**src/rtl/cpu_pkg.sv**
```systemverilog
// Shared ISA definitions for the 16-bit CPU: opcodes, instruction field slices,
// control state encoding and the strobe bundle. HALT state exists only with CTRL_HALT_EN.
package cpu_pkg;

    localparam logic [3:0] OP_NOP  = 4'h0;
    localparam logic [3:0] OP_ADD  = 4'h1;
    localparam logic [3:0] OP_SUB  = 4'h2;
    localparam logic [3:0] OP_SHR  = 4'h3;
    localparam logic [3:0] OP_SHL  = 4'h4;
    localparam logic [3:0] OP_AND  = 4'h5;
    localparam logic [3:0] OP_OR   = 4'h6;
    localparam logic [3:0] OP_XOR  = 4'h7;
    localparam logic [3:0] OP_NOT  = 4'h8;
    localparam logic [3:0] OP_MOV  = 4'h9;
    localparam logic [3:0] OP_LD   = 4'hA;
    localparam logic [3:0] OP_ST   = 4'hB;
    localparam logic [3:0] OP_CMP  = 4'hC;
    localparam logic [3:0] OP_JMP  = 4'hD;
    localparam logic [3:0] OP_BF   = 4'hE;
    localparam logic [3:0] OP_HALT = 4'hF;

    localparam int FIELD_W = 4;
    localparam int OP_LSB  = 12;
    localparam int RD_LSB  = 8;
    localparam int RS1_LSB = 4;
    localparam int RS2_LSB = 0;

    typedef enum logic [1:0] {
        ST_FETCH,
        ST_EXEC,
        ST_MEM
`ifdef CTRL_HALT_EN
        , ST_HALT
`endif
    } state_e;

    typedef struct packed {
        logic memory_read;
        logic memory_write;
        logic pc_increment;
        logic pc_load;
        logic cmp_compare;
        logic lu_passthrough;
        logic lu_add;
        logic lu_sub;
        logic lu_shr;
        logic lu_shl;
        logic lu_band;
        logic lu_bor;
        logic lu_bxor;
        logic lu_bnegate;
        logic reg1_read;
        logic reg2_read;
        logic reg3_write;
    } ctrl_t;

    function automatic logic [FIELD_W-1:0] op_of(input logic [15:0] ir);
        return ir[OP_LSB +: FIELD_W];
    endfunction

    function automatic logic [FIELD_W-1:0] rd_of(input logic [15:0] ir);
        return ir[RD_LSB +: FIELD_W];
    endfunction

    function automatic logic [FIELD_W-1:0] rs1_of(input logic [15:0] ir);
        return ir[RS1_LSB +: FIELD_W];
    endfunction

    function automatic logic [FIELD_W-1:0] rs2_of(input logic [15:0] ir);
        return ir[RS2_LSB +: FIELD_W];
    endfunction

endpackage

```
**src/rtl/control_decode.sv**
```systemverilog
// Combinational strobe decode from control state, latched opcode, selected flag and
// memory handshake. Opcode F behaviour depends on CTRL_HALT_EN.
module control_decode
    import cpu_pkg::*;
(
    input  state_e     state,
    input  logic [3:0] op,
    input  logic       f_bit,
    input  logic       mem_ready,
    input  logic       wait_hit,
    output ctrl_t      ctrl
);

    logic take_jump;

    assign take_jump = (op == OP_JMP) || ((op == OP_BF) && f_bit);

    always_comb begin
        // NOTE: default every output first so no path through the cases infers a latch.
        ctrl = '0;
        case (state)
            ST_EXEC: begin
                case (op)
                    OP_NOP: ctrl.pc_increment = 1'b1;
                    OP_ADD, OP_SUB, OP_SHR, OP_SHL, OP_AND, OP_OR, OP_XOR: begin
                        ctrl.reg1_read    = 1'b1;
                        ctrl.reg2_read    = 1'b1;
                        ctrl.reg3_write   = 1'b1;
                        ctrl.pc_increment = 1'b1;
                        case (op)
                            OP_ADD:  ctrl.lu_add  = 1'b1;
                            OP_SUB:  ctrl.lu_sub  = 1'b1;
                            OP_SHR:  ctrl.lu_shr  = 1'b1;
                            OP_SHL:  ctrl.lu_shl  = 1'b1;
                            OP_AND:  ctrl.lu_band = 1'b1;
                            OP_OR:   ctrl.lu_bor  = 1'b1;
                            default: ctrl.lu_bxor = 1'b1;
                        endcase
                    end
                    OP_NOT, OP_MOV: begin
                        ctrl.reg1_read      = 1'b1;
                        ctrl.reg3_write     = 1'b1;
                        ctrl.pc_increment   = 1'b1;
                        ctrl.lu_bnegate     = (op == OP_NOT);
                        ctrl.lu_passthrough = (op == OP_MOV);
                    end
                    // Loads and stores present their address only once in MEM.
                    OP_LD, OP_ST: ctrl = '0;
                    OP_CMP: begin
                        ctrl.cmp_compare  = 1'b1;
                        ctrl.reg1_read    = 1'b1;
                        ctrl.reg2_read    = 1'b1;
                        ctrl.pc_increment = 1'b1;
                    end
                    OP_JMP, OP_BF: begin
                        ctrl.reg1_read      = take_jump;
                        ctrl.lu_passthrough = take_jump;
                        ctrl.pc_load        = take_jump;
                        ctrl.pc_increment   = !take_jump;
                    end
                    OP_HALT: begin
`ifdef CTRL_HALT_EN
                        ctrl = '0;
`else
                        ctrl.pc_increment = 1'b1;
`endif
                    end
                endcase
            end
            ST_MEM: begin
                // A ready in the final wait cycle still completes the access.
                if (mem_ready || !wait_hit) begin
                    ctrl.reg2_read = 1'b1;
                    if (op == OP_LD) begin
                        ctrl.memory_read = 1'b1;
                        ctrl.reg3_write  = mem_ready;
                    end else begin
                        ctrl.memory_write   = 1'b1;
                        ctrl.reg1_read      = 1'b1;
                        ctrl.lu_passthrough = 1'b1;
                    end
                end
                ctrl.pc_increment = mem_ready || wait_hit;
            end
            default: ctrl = '0;
        endcase
    end

endmodule

```
**src/rtl/control_unit.sv**
```systemverilog
// Multi-cycle FETCH/EXEC/MEM sequencer driving all datapath strobes, with a bounded
// memory wait and sticky fault. Define CTRL_HALT_EN to make opcode F a permanent HALT.
module control_unit
    import cpu_pkg::*;
#(
    parameter int WAIT_LIMIT = 15
) (
    input  logic        clk,
    input  logic        rst_n,
    input  logic [15:0] i_bus,
    input  logic [15:0] f_bus,
    input  logic        mem_ready,
    output logic        memory_read,
    output logic        memory_write,
    output logic        pc_increment,
    output logic        pc_load,
    output logic        cmp_load,
    output logic        cmp_compare,
    output logic        lu_passthrough,
    output logic        lu_add,
    output logic        lu_sub,
    output logic        lu_shr,
    output logic        lu_shl,
    output logic        lu_band,
    output logic        lu_bor,
    output logic        lu_bxor,
    output logic        lu_bnegate,
    output logic        reg1_read,
    output logic        reg2_read,
    output logic        reg3_write,
    output logic [3:0]  reg1_addr,
    output logic [3:0]  reg2_addr,
    output logic [3:0]  reg3_addr,
    output logic        mem_fault
`ifdef CTRL_HALT_EN
    ,
    output logic        halted
`endif
);

    localparam int WAIT_W = ($clog2(WAIT_LIMIT + 1) > 4) ? $clog2(WAIT_LIMIT + 1) : 4;
    localparam logic [WAIT_W-1:0] WAIT_MAX = WAIT_W'(WAIT_LIMIT);

    state_e            state_q, state_d;
    logic [15:0]       ir_q, ir_d;
    logic [WAIT_W-1:0] wait_cnt_q, wait_cnt_d;
    logic              mem_fault_q, mem_fault_d;
    logic              wait_hit;
    logic [3:0]        op;
    ctrl_t             ctrl;

    assign op       = op_of(ir_q);
    assign wait_hit = (wait_cnt_q == WAIT_MAX);

    always_ff @(posedge clk or negedge rst_n) begin
        if (!rst_n) begin
            state_q     <= ST_FETCH;
            ir_q        <= '0;
            wait_cnt_q  <= '0;
            mem_fault_q <= 1'b0;
        end else begin
            // NOTE: non-blocking so every flop samples the pre-edge values together.
            state_q     <= state_d;
            ir_q        <= ir_d;
            wait_cnt_q  <= wait_cnt_d;
            mem_fault_q <= mem_fault_d;
        end
    end

    always_comb begin
        state_d     = state_q;
        ir_d        = ir_q;
        wait_cnt_d  = wait_cnt_q;
        mem_fault_d = mem_fault_q;
        case (state_q)
            ST_FETCH: begin
                ir_d    = i_bus;
                state_d = ST_EXEC;
            end
            ST_EXEC: begin
                if ((op == OP_LD) || (op == OP_ST)) begin
                    state_d    = ST_MEM;
                    wait_cnt_d = '0;
`ifdef CTRL_HALT_EN
                end else if (op == OP_HALT) begin
                    state_d = ST_HALT;
`endif
                end else begin
                    state_d = ST_FETCH;
                end
            end
            ST_MEM: begin
                if (mem_ready) begin
                    state_d = ST_FETCH;
                end else if (wait_hit) begin
                    state_d     = ST_FETCH;
                    mem_fault_d = 1'b1;
                end else if (wait_cnt_q != {WAIT_W{1'b1}}) begin
                    wait_cnt_d = wait_cnt_q + 1'b1;
                end
            end
`ifdef CTRL_HALT_EN
            ST_HALT: state_d = ST_HALT;
`endif
            default: state_d = ST_FETCH;
        endcase
    end

    control_decode u_decode (
        .state     (state_q),
        .op        (op),
        .f_bit     (f_bus[rd_of(ir_q)]),
        .mem_ready (mem_ready),
        .wait_hit  (wait_hit),
        .ctrl      (ctrl)
    );

    assign memory_read    = ctrl.memory_read;
    assign memory_write   = ctrl.memory_write;
    assign pc_increment   = ctrl.pc_increment;
    assign pc_load        = ctrl.pc_load;
    assign cmp_load       = 1'b0;
    assign cmp_compare    = ctrl.cmp_compare;
    assign lu_passthrough = ctrl.lu_passthrough;
    assign lu_add         = ctrl.lu_add;
    assign lu_sub         = ctrl.lu_sub;
    assign lu_shr         = ctrl.lu_shr;
    assign lu_shl         = ctrl.lu_shl;
    assign lu_band        = ctrl.lu_band;
    assign lu_bor         = ctrl.lu_bor;
    assign lu_bxor        = ctrl.lu_bxor;
    assign lu_bnegate     = ctrl.lu_bnegate;
    assign reg1_read      = ctrl.reg1_read;
    assign reg2_read      = ctrl.reg2_read;
    assign reg3_write     = ctrl.reg3_write;
    assign reg1_addr      = rs1_of(ir_q);
    assign reg2_addr      = rs2_of(ir_q);
    assign reg3_addr      = rd_of(ir_q);
    assign mem_fault      = mem_fault_q;
`ifdef CTRL_HALT_EN
    assign halted         = (state_q == ST_HALT);
`endif

endmodule

```
**config.mk**
```make
export PLATFORM = sky130hd
export DESIGN_NAME = control_unit
export DESIGN_NICKNAME = d
export VERILOG_FILES = /design/src/rtl/cpu_pkg.sv /design/src/rtl/control_decode.sv /design/src/rtl/control_unit.sv
export SDC_FILE = /design/constraint.sdc
export NUM_CORES = 1
export LEC_CHECK = 0
export BUFFER_PORTS_ARGS = -buffer_cell sky130_fd_sc_hd__buf_2
export CAP_MARGIN = 10
export CELL_PAD_IN_SITES_DETAIL_PLACEMENT = 1
export CELL_PAD_IN_SITES_GLOBAL_PLACEMENT = 1
export CORE_MARGIN = 5
export CORE_UTILIZATION = 31
export CTS_CLUSTER_SIZE = 16
export DETAILED_ROUTE_END_ITERATION = 6
export PLACE_DENSITY_LB_ADDON = 0.1
export SETUP_SLACK_MARGIN = 0.02
export SYNTH_ARGS = -nofsm -noshare
export SYNTH_HDL_FRONTEND = slang
export SYNTH_SLANG_ARGS = --single-unit
export TNS_END_PERCENT = 30
```
**constraint.sdc**
```tcl
create_clock -name clk -period 1.7 [get_ports clk]
set_clock_uncertainty 0.05 [all_clocks]
set_input_delay 0.085 -clock clk [delete_from_list [all_inputs] [get_ports clk]]
set_output_delay 0.085 -clock clk [all_outputs]
set_load 0.02 [all_outputs]
```
==> results of run 1 <==
[per-stage QoR]
| step | worst slack [ps] | instances |
|---|---|---|
| after floorplan | -87.5 | 167 |
| after global placement | -170 | 299 |
| after detailed placement | -245 | 299 |
| after CTS | -443 | 307 |
| after global routing | -551 | 315 |
| final | -454 | 315 |
[critical path, cell delays in order (launching register included)]
cell and delay (ps):
dfrtp_2 420, mux4_2 550, o221ai_4 210, nand2_2 110, a311o_1 300, buf_2 170
[power breakdown]
group          internal (W)  switching [W]  total [W]
registers          0.000773       0.000217   0.000990
logic               0.00149        0.00159    0.00309
clock network      0.000163       0.000164   0.000327
[layout make-up]
type,count,share of cell area
Multi-Input combinational cell,114,0.411
Timing Repair Buffer,100,0.274
Sequential cell,23,0.248
Tap cell,67,0.0359
Clock buffer,3,0.0177
Inverter,7,0.0113
Clock inverter,1,0.00214
[what timing repair did]
action / in CTS / in global routing
pin swaps: 4 / 5
resized for setup: 18 / 24
hold endpoints to repair: 25 / 1
endpoints found under the setup margin: 13 / 19
hold buffers: 3 / 1
buffers inserted: 1 / 7
[flip-flops by register name, summed over array words and instances, names as in the netlist]
| name | flops |
|---|---|
| state_q | 2 |
| wait_cnt_q | 4 |
| ir_q | 16 |
| mem_fault | 1 |
[worst paths after layout]
check,from,to,slack [ps],cells after the start
max,ir_q[8]$_DFFE_PN0P_,lu_passthrough,-450,5
min,i_bus[11],ir_q[11]$_DFFE_PN0P_,8,2
max reg2reg,ir_q[13]$_DFFE_PN0P_,wait_cnt_q[0]$_DFFE_PN0P_,200,6
min reg2reg,mem_fault$_DFFE_PN0P_,mem_fault$_DFFE_PN0P_,420,2
max in group asynchronous,rst_n,ir_q[15]$_DFFE_PN0P_,930,2
min in group asynchronous,rst_n,ir_q[5]$_DFFE_PN0P_,290,2
[synth_stat cells]
cell and count:
o21ai_0 6, ha_1 4, nand3b_1 1, mux4_2 2
o22ai_1 1, mux2i_1 3, a311o_1 1, and3b_1 1
or2b_2 1, a31oi_1 5, buf_6 2, nand2b_1 2
clkbuf_1 8, xnor2_1 1, o2111ai_1 1, and3_1 1
o31ai_1 3, a22oi_1 1, and2b_2 2, a211oi_1 1
nor2_1 18, o221ai_1 1, nand4b_1 2, conb_1 1
a21oi_1 8, o21a_1 2, mux2_2 18, buf_4 13
and2_1 1, and2b_1 1, a2bb2oi_1 1, nand4_1 1
nand3_1 7, nor3_1 4, dfrtp_1 23, inv_1 7
nand2_1 11, and4_1 1
[cells by family after synthesis]
logic type                 synth area share
AOI/OAI and AO/OA                     0.126
xor gates and xnor gates            0.00561
adders and majority gates            0.0321
buffers and inverters                 0.113
DFF                                   0.369
muxes                                 0.178
other                               0.00240
and+or+nand+nor                       0.174
[per-layer routing]
layer,global-route usage,vias to the layer above,wire (um)
met2,0.287,43,2660
met4,0.0439,0,91
met5,0,-,0
met3,0.0166,8,232
li1,-,739,-
met1,0.175,740,1900
[cells in the final DEF (no fill, tap or decap), drive strengths merged, types with 2 or more instances in the layout]
| cell type | instances |
|---|---|
| mux2 | 18 |
| a21oi | 8 |
| ha | 4 |
| a31oi | 5 |
| nand2 | 11 |
| mux4 | 2 |
| buf | 96 |
| dlygate4sd3 | 4 |
| dfrtp | 23 |
| nand2b | 2 |
| nand4b | 2 |
| and2b | 3 |
| o21a | 2 |
| nor2 | 18 |
| o31ai | 3 |
| clkbuf | 3 |
| mux2i | 3 |
| nor3 | 4 |
| o21ai | 6 |
| nand3 | 7 |
| inv | 7 |
==> flow_metrics.py, run 1 <==
metrics = {
    "clock_tree": {
        "cts_tree": "yes",
        "cts_buffers": 3,
        "path_clk_slew_ps": 80,
        "clockBufferDepth": 2,
        "clockRootBuffer": "clkbuf_8",
        "clock-sinks": 23,
        "clk_latency_ps": 250,
        "cts_max_level": 1,
    },
    "sta": {
        "tns_ps": -1810,
        "worst-slew-pin-transition_ps": 511,
        "whs_ps": 8.36,
        "max-slew-margin-rel": 0.659,
        "finalSetupViolations": 9,
        "post-route-period-util": 1.27,
        "finalCriticalPeriod_ps": 2150,
        "max_freq_ghz": 0.464,
        "rsz0062_at_grt": "yes",
        "hold_viol": 0,
        "setup_slack_ps": -454,
        "final_max_slew_viol_count": 0,
    },
    "power": {
        "ir_drop_v": 0.000895,
        "p_leak_nw": 1.08,
        "total_power_w": 0.00440,
        "powerDensity_nw_per_um2": 1890,
    },
    "logic_synthesis": {
        "yosysUniqueCellTypes": 38,
        "yosys-top-cells-area": "dfrtp_1 (37%), mux2_2 (13%), buf_4 (6.3%)",
        "syn_nets": 206,
        "synth_area_leader_cell": "dfrtp_1",
        "ys_warn_count": 0,
        "synth_area_um2": 1560,
        "yosysSeqAreaShare": 0.369,
        "syn-instance-count": 167,
        "synth_top_area_frac": 0.369,
        "ys_ff_latch": 23,
        "syn_avg_cell_area_um2": 9.34,
    },
    "grt": {
        "grt_pass1_vias": 1653,
        "grt_overflow": 0,
        "track_usage": 0.150,
        "grt_pass1_wl_mm": 7.82,
        "antenna_found_initial": 0,
        "grt_max_degree": 24,
    },
    "drt": {
        "routed-via-count": 1530,
        "dr.first_iter.drc_count": 36,
        "wl_mm": 4.88,
        "postRouteAntennaNets": 0,
        "first_pass_iters": 4,
        "drc": 0,
        "viasPerCell": 4.86,
        "wl_per_cell_um": 15.5,
    },
    "status": {
        "status": "complete, but fails checks",
        "violations": "negative setup slack",
    },
    "floorplanning": {
        "start_util": 0.324,
        "rows": 25,
        "dieHeight_um": 80.9,
        "dieWidth_um": 80.9,
        "die_area_um2": 6550,
        "ioPinCount": 66,
        "core_area_um2": 4820,
    },
    "finish": {
        "seqCellArea_um2": 578,
        "area_delta_synth_final_pct": 49.6,
        "drive_gt1_frac": 0.601,
        "final_util": 0.484,
        "multi_input_area_um2": 960,
        "diodes": 0,
        "nets": 288,
        "num-fill-cells": 579,
        "final_cell_area_um2": 2330,
    },
    "setup_path": {
        "end_kind": "output port",
        "worstSetupStartpointType": "flop",
        "critPathRequiredTime_ps": 1560,
        "critPathKind": "reg2out",
        "path_max_fanout": 4,
        "arrival_ps": 2020,
    },
    "min_path": {
        "hp-class": "in2reg",
    },
    "placed_design": {
        "gp_congestion": 0.774,
        "placed_cell_area_um2": 2030,
        "port-buffer-count": 64,
        "dp_hpwl_mm": 3.84,
    },
    "flow_run": {
        "maxCapViolations": 0,
    },
}
(Power assumes the default switching activity.)
==> run 2, diff against run 1 <==
--- a/config.mk
+++ b/config.mk
@@ -17,5 +17,6 @@
 export SETUP_SLACK_MARGIN = 0.02
 export SYNTH_ARGS = -nofsm -noshare
 export SYNTH_HDL_FRONTEND = slang
+export SYNTH_HIERARCHICAL = 1
 export SYNTH_SLANG_ARGS = --single-unit
 export TNS_END_PERCENT = 30
==> flow_metrics.py, run 2 <==
metrics = {
    "placed_design": {
        "dp_hpwl_mm": 3.16,
        "placed_cell_area_um2": 1840,
        "port-buffer-count": 64,
        "gp_congestion": 0.759,
    },
    "logic_synthesis": {
        "synth_xor_area_frac": 0.0118,
        "synth_top_area_frac": 0.388,
        "synth_ff_type": "dfrtp_1",
        "synth.most_common_cell": "dfrtp_1",
        "syn_avg_cell_area_um2": 10.7,
        "muxShareOfSynthArea": 0.203,
        "syn-instance-count": 139,
        "postSynth.asyncResetShare": 1.00,
        "synth_top_family_by_area": "multiplexers",
        "yosys-top-cells-area": "dfrtp_1 (39%), mux2_1 (6.8%), buf_4 (6.6%)",
        "syn_nets": 177,
        "synth_compound_area_frac": 0.0885,
        "ys_ff_latch": 23,
        "ys_warn_count": 6,
        "synth-edff-count": 0,
        "yosysUniqueCellTypes": 40,
        "synth_area_um2": 1490,
        "synthSimpleGateAreaFrac": 0.175,
        "synth_area_leader_cell": "dfrtp_1",
        "synth_common_cells": "dfrtp_1 (23), buf_4 (13), nor2_1 (10)",
        "synth_fa_ha_area_frac": 0.0253,
        "yosysSeqAreaShare": 0.388,
    },
    "sta": {
        "finalCriticalPeriod_ps": 2370,
        "hold_viol": 0,
        "final_max_slew_viol_count": 0,
        "max-slew-margin-rel": 0.660,
        "rsz0062_at_grt": "yes",
        "worst-slew-pin-transition_ps": 510,
        "whs_ps": 15.4,
        "finalSetupViolations": 8,
        "setup_slack_ps": -666,
        "tns_ps": -2530,
        "max_freq_ghz": 0.423,
        "post-route-period-util": 1.39,
    },
    "power": {
        "p_leak_nw": 1.05,
        "ir_drop_v": 0.000758,
        "powerDensity_nw_per_um2": 1820,
    },
    "finish": {
        "diodes": 0,
        "nets": 260,
        "regMostFlops": "ir_q",
        "drive_gt1_frac": 0.538,
        "final_common_cell": "buf_2",
        "top_regs": "ir_q (16), wait_cnt_q (4), state_q (2)",
        "final_cell_mix": "buf_2 (54), buf_4 (18), dfrtp_1 (17)",
        "largest_reg_flops": 16,
        "final_util": 0.473,
        "final_cell_area_um2": 2220,
        "num-fill-cells": 545,
        "area_delta_synth_final_pct": 49.3,
    },
    "drt": {
        "dr.first_iter.drc_count": 19,
        "postRouteAntennaNets": 0,
        "first_pass_iters": 2,
        "wl_mm": 4.22,
        "routed-via-count": 1374,
        "drc": 0,
        "wl_per_cell_um": 15.3,
        "viasPerCell": 5.00,
    },
    "flow_run": {
        "maxCapViolations": 0,
    },
    "status": {
        "status": "complete, but fails checks",
        "violations": "negative setup slack",
    },
    "floorplanning": {
        "core_area_um2": 4690,
        "rows": 25,
        "dieHeight_um": 79.2,
        "ioPinCount": 66,
        "die_area_um2": 6280,
        "dieWidth_um": 79.2,
        "start_util": 0.317,
    },
    "grt": {
        "grt_max_degree": 24,
        "track_usage": 0.138,
        "grt_pass1_wl_mm": 6.90,
        "grt_overflow": 0,
        "antenna_found_initial": 0,
        "grt_pass1_vias": 1525,
    },
    "clock_tree": {
        "cts_tree": "yes",
        "clockRootBuffer": "clkbuf_8",
        "cts_buffers": 3,
        "path_clk_slew_ps": 80,
        "clockBufferDepth": 2,
        "clk_latency_ps": 260,
        "clock-sinks": 23,
        "cts_max_level": 1,
    },
    "min_path": {
        "hp-class": "in2reg",
    },
    "setup_path": {
        "r2r_setup_slack_ps": 230,
        "end_kind": "output port",
        "arrival_ps": 2230,
        "critPathRequiredTime_ps": 1560,
        "worstSetupStartpointType": "flop",
        "cp_num_buf_inv": 1,
        "critPathKind": "reg2out",
        "path_max_fanout": 6,
        "crit_slowest_cell": "mux4_2",
        "path_delay_family": "compound AO/OA/AOI/OAI gates",
        "crit_chain": "mux4_2 -> nor2b_4 -> a211oi_2 -> a21oi_2 -> and2b_1 -> o211a_1 -> o22ai_4 -> buf_6",
        "cp_slowest_stage_delay_ps": 510,
    },
}
[run 2: per-stage QoR]
step                      total power, W  setup slack [ps]  cells
after floorplan                  0.00273              -217    139
after global placement           0.00321              -379    247
after detailed placement         0.00330              -413    247
after CTS                        0.00389              -687    266
after global routing             0.00433              -772    275
final                            0.00404              -666    275
[run 2: what timing repair did]
action	CTS	global route
gates resized for setup	25	13
setup endpoints to repair	17	17
endpoints found under the hold margin	35	3
pin swaps	4	3
buffers inserted	2	6
cloned	0	0
hold buffers	13	3
[run 2: area by class of cell]
cell class                 instances  area (um2)  share of cell area
sequential                        23         583               0.263
clock inverter                     1        5.00             0.00226
timing repair buffer              97         676               0.305
multi-input combinational         92         826               0.372
clock buffer                       3        41.3              0.0186
inverter                           5        18.8             0.00846
tap                               54        67.6              0.0305
[run 2: cells by family after synthesis]
group | Yosys count
buf+inv | 24
xor+xnor | 2
compound gates | 19
fa+ha+maj | 3
mux | 22
simple gates | 45
other cells | 1
flops | 23
[run 2: power breakdown]
part / total [W] / leakage (nW) / internal, W / switching (W)
logic: 0.00256 / 0.753 / 0.00132 / 0.00123
registers: 0.00115 / 0.275 / 0.000797 / 0.000353
clock network: 0.000338 / 0.0255 / 0.000164 / 0.000174
[run 2: per-layer routing]
metal	track usage	vias up	wire length, um
li1	-	651	-
met1	0.133	682	1520
met2	0.277	35	2450
met3	0.0329	6	196
met4	0.0498	0	55
met5	0	-	0
[run 2: worst paths after layout]
| path | startpoint | end | depth (start not counted) |
|---|---|---|---|
| min in group asynchronous | rst_n | ir_q[3]$_DFFE_PN0P_ | 2 |
| worst max-delay path | ir_q[8]$_DFFE_PN0P_ | pc_increment | 8 |
| max in group asynchronous | rst_n | ir_q[8]$_DFFE_PN0P_ | 2 |
| worst max register to register | state_q[0]$_DFFE_PN0P_ | wait_cnt_q[0]$_DFFE_PN0P_ | 5 |
| worst min register to register | mem_fault$_DFFE_PN0P_ | mem_fault$_DFFE_PN0P_ | 1 |
| worst min-delay path | i_bus[10] | ir_q[10]$_DFFE_PN0P_ | 2 |
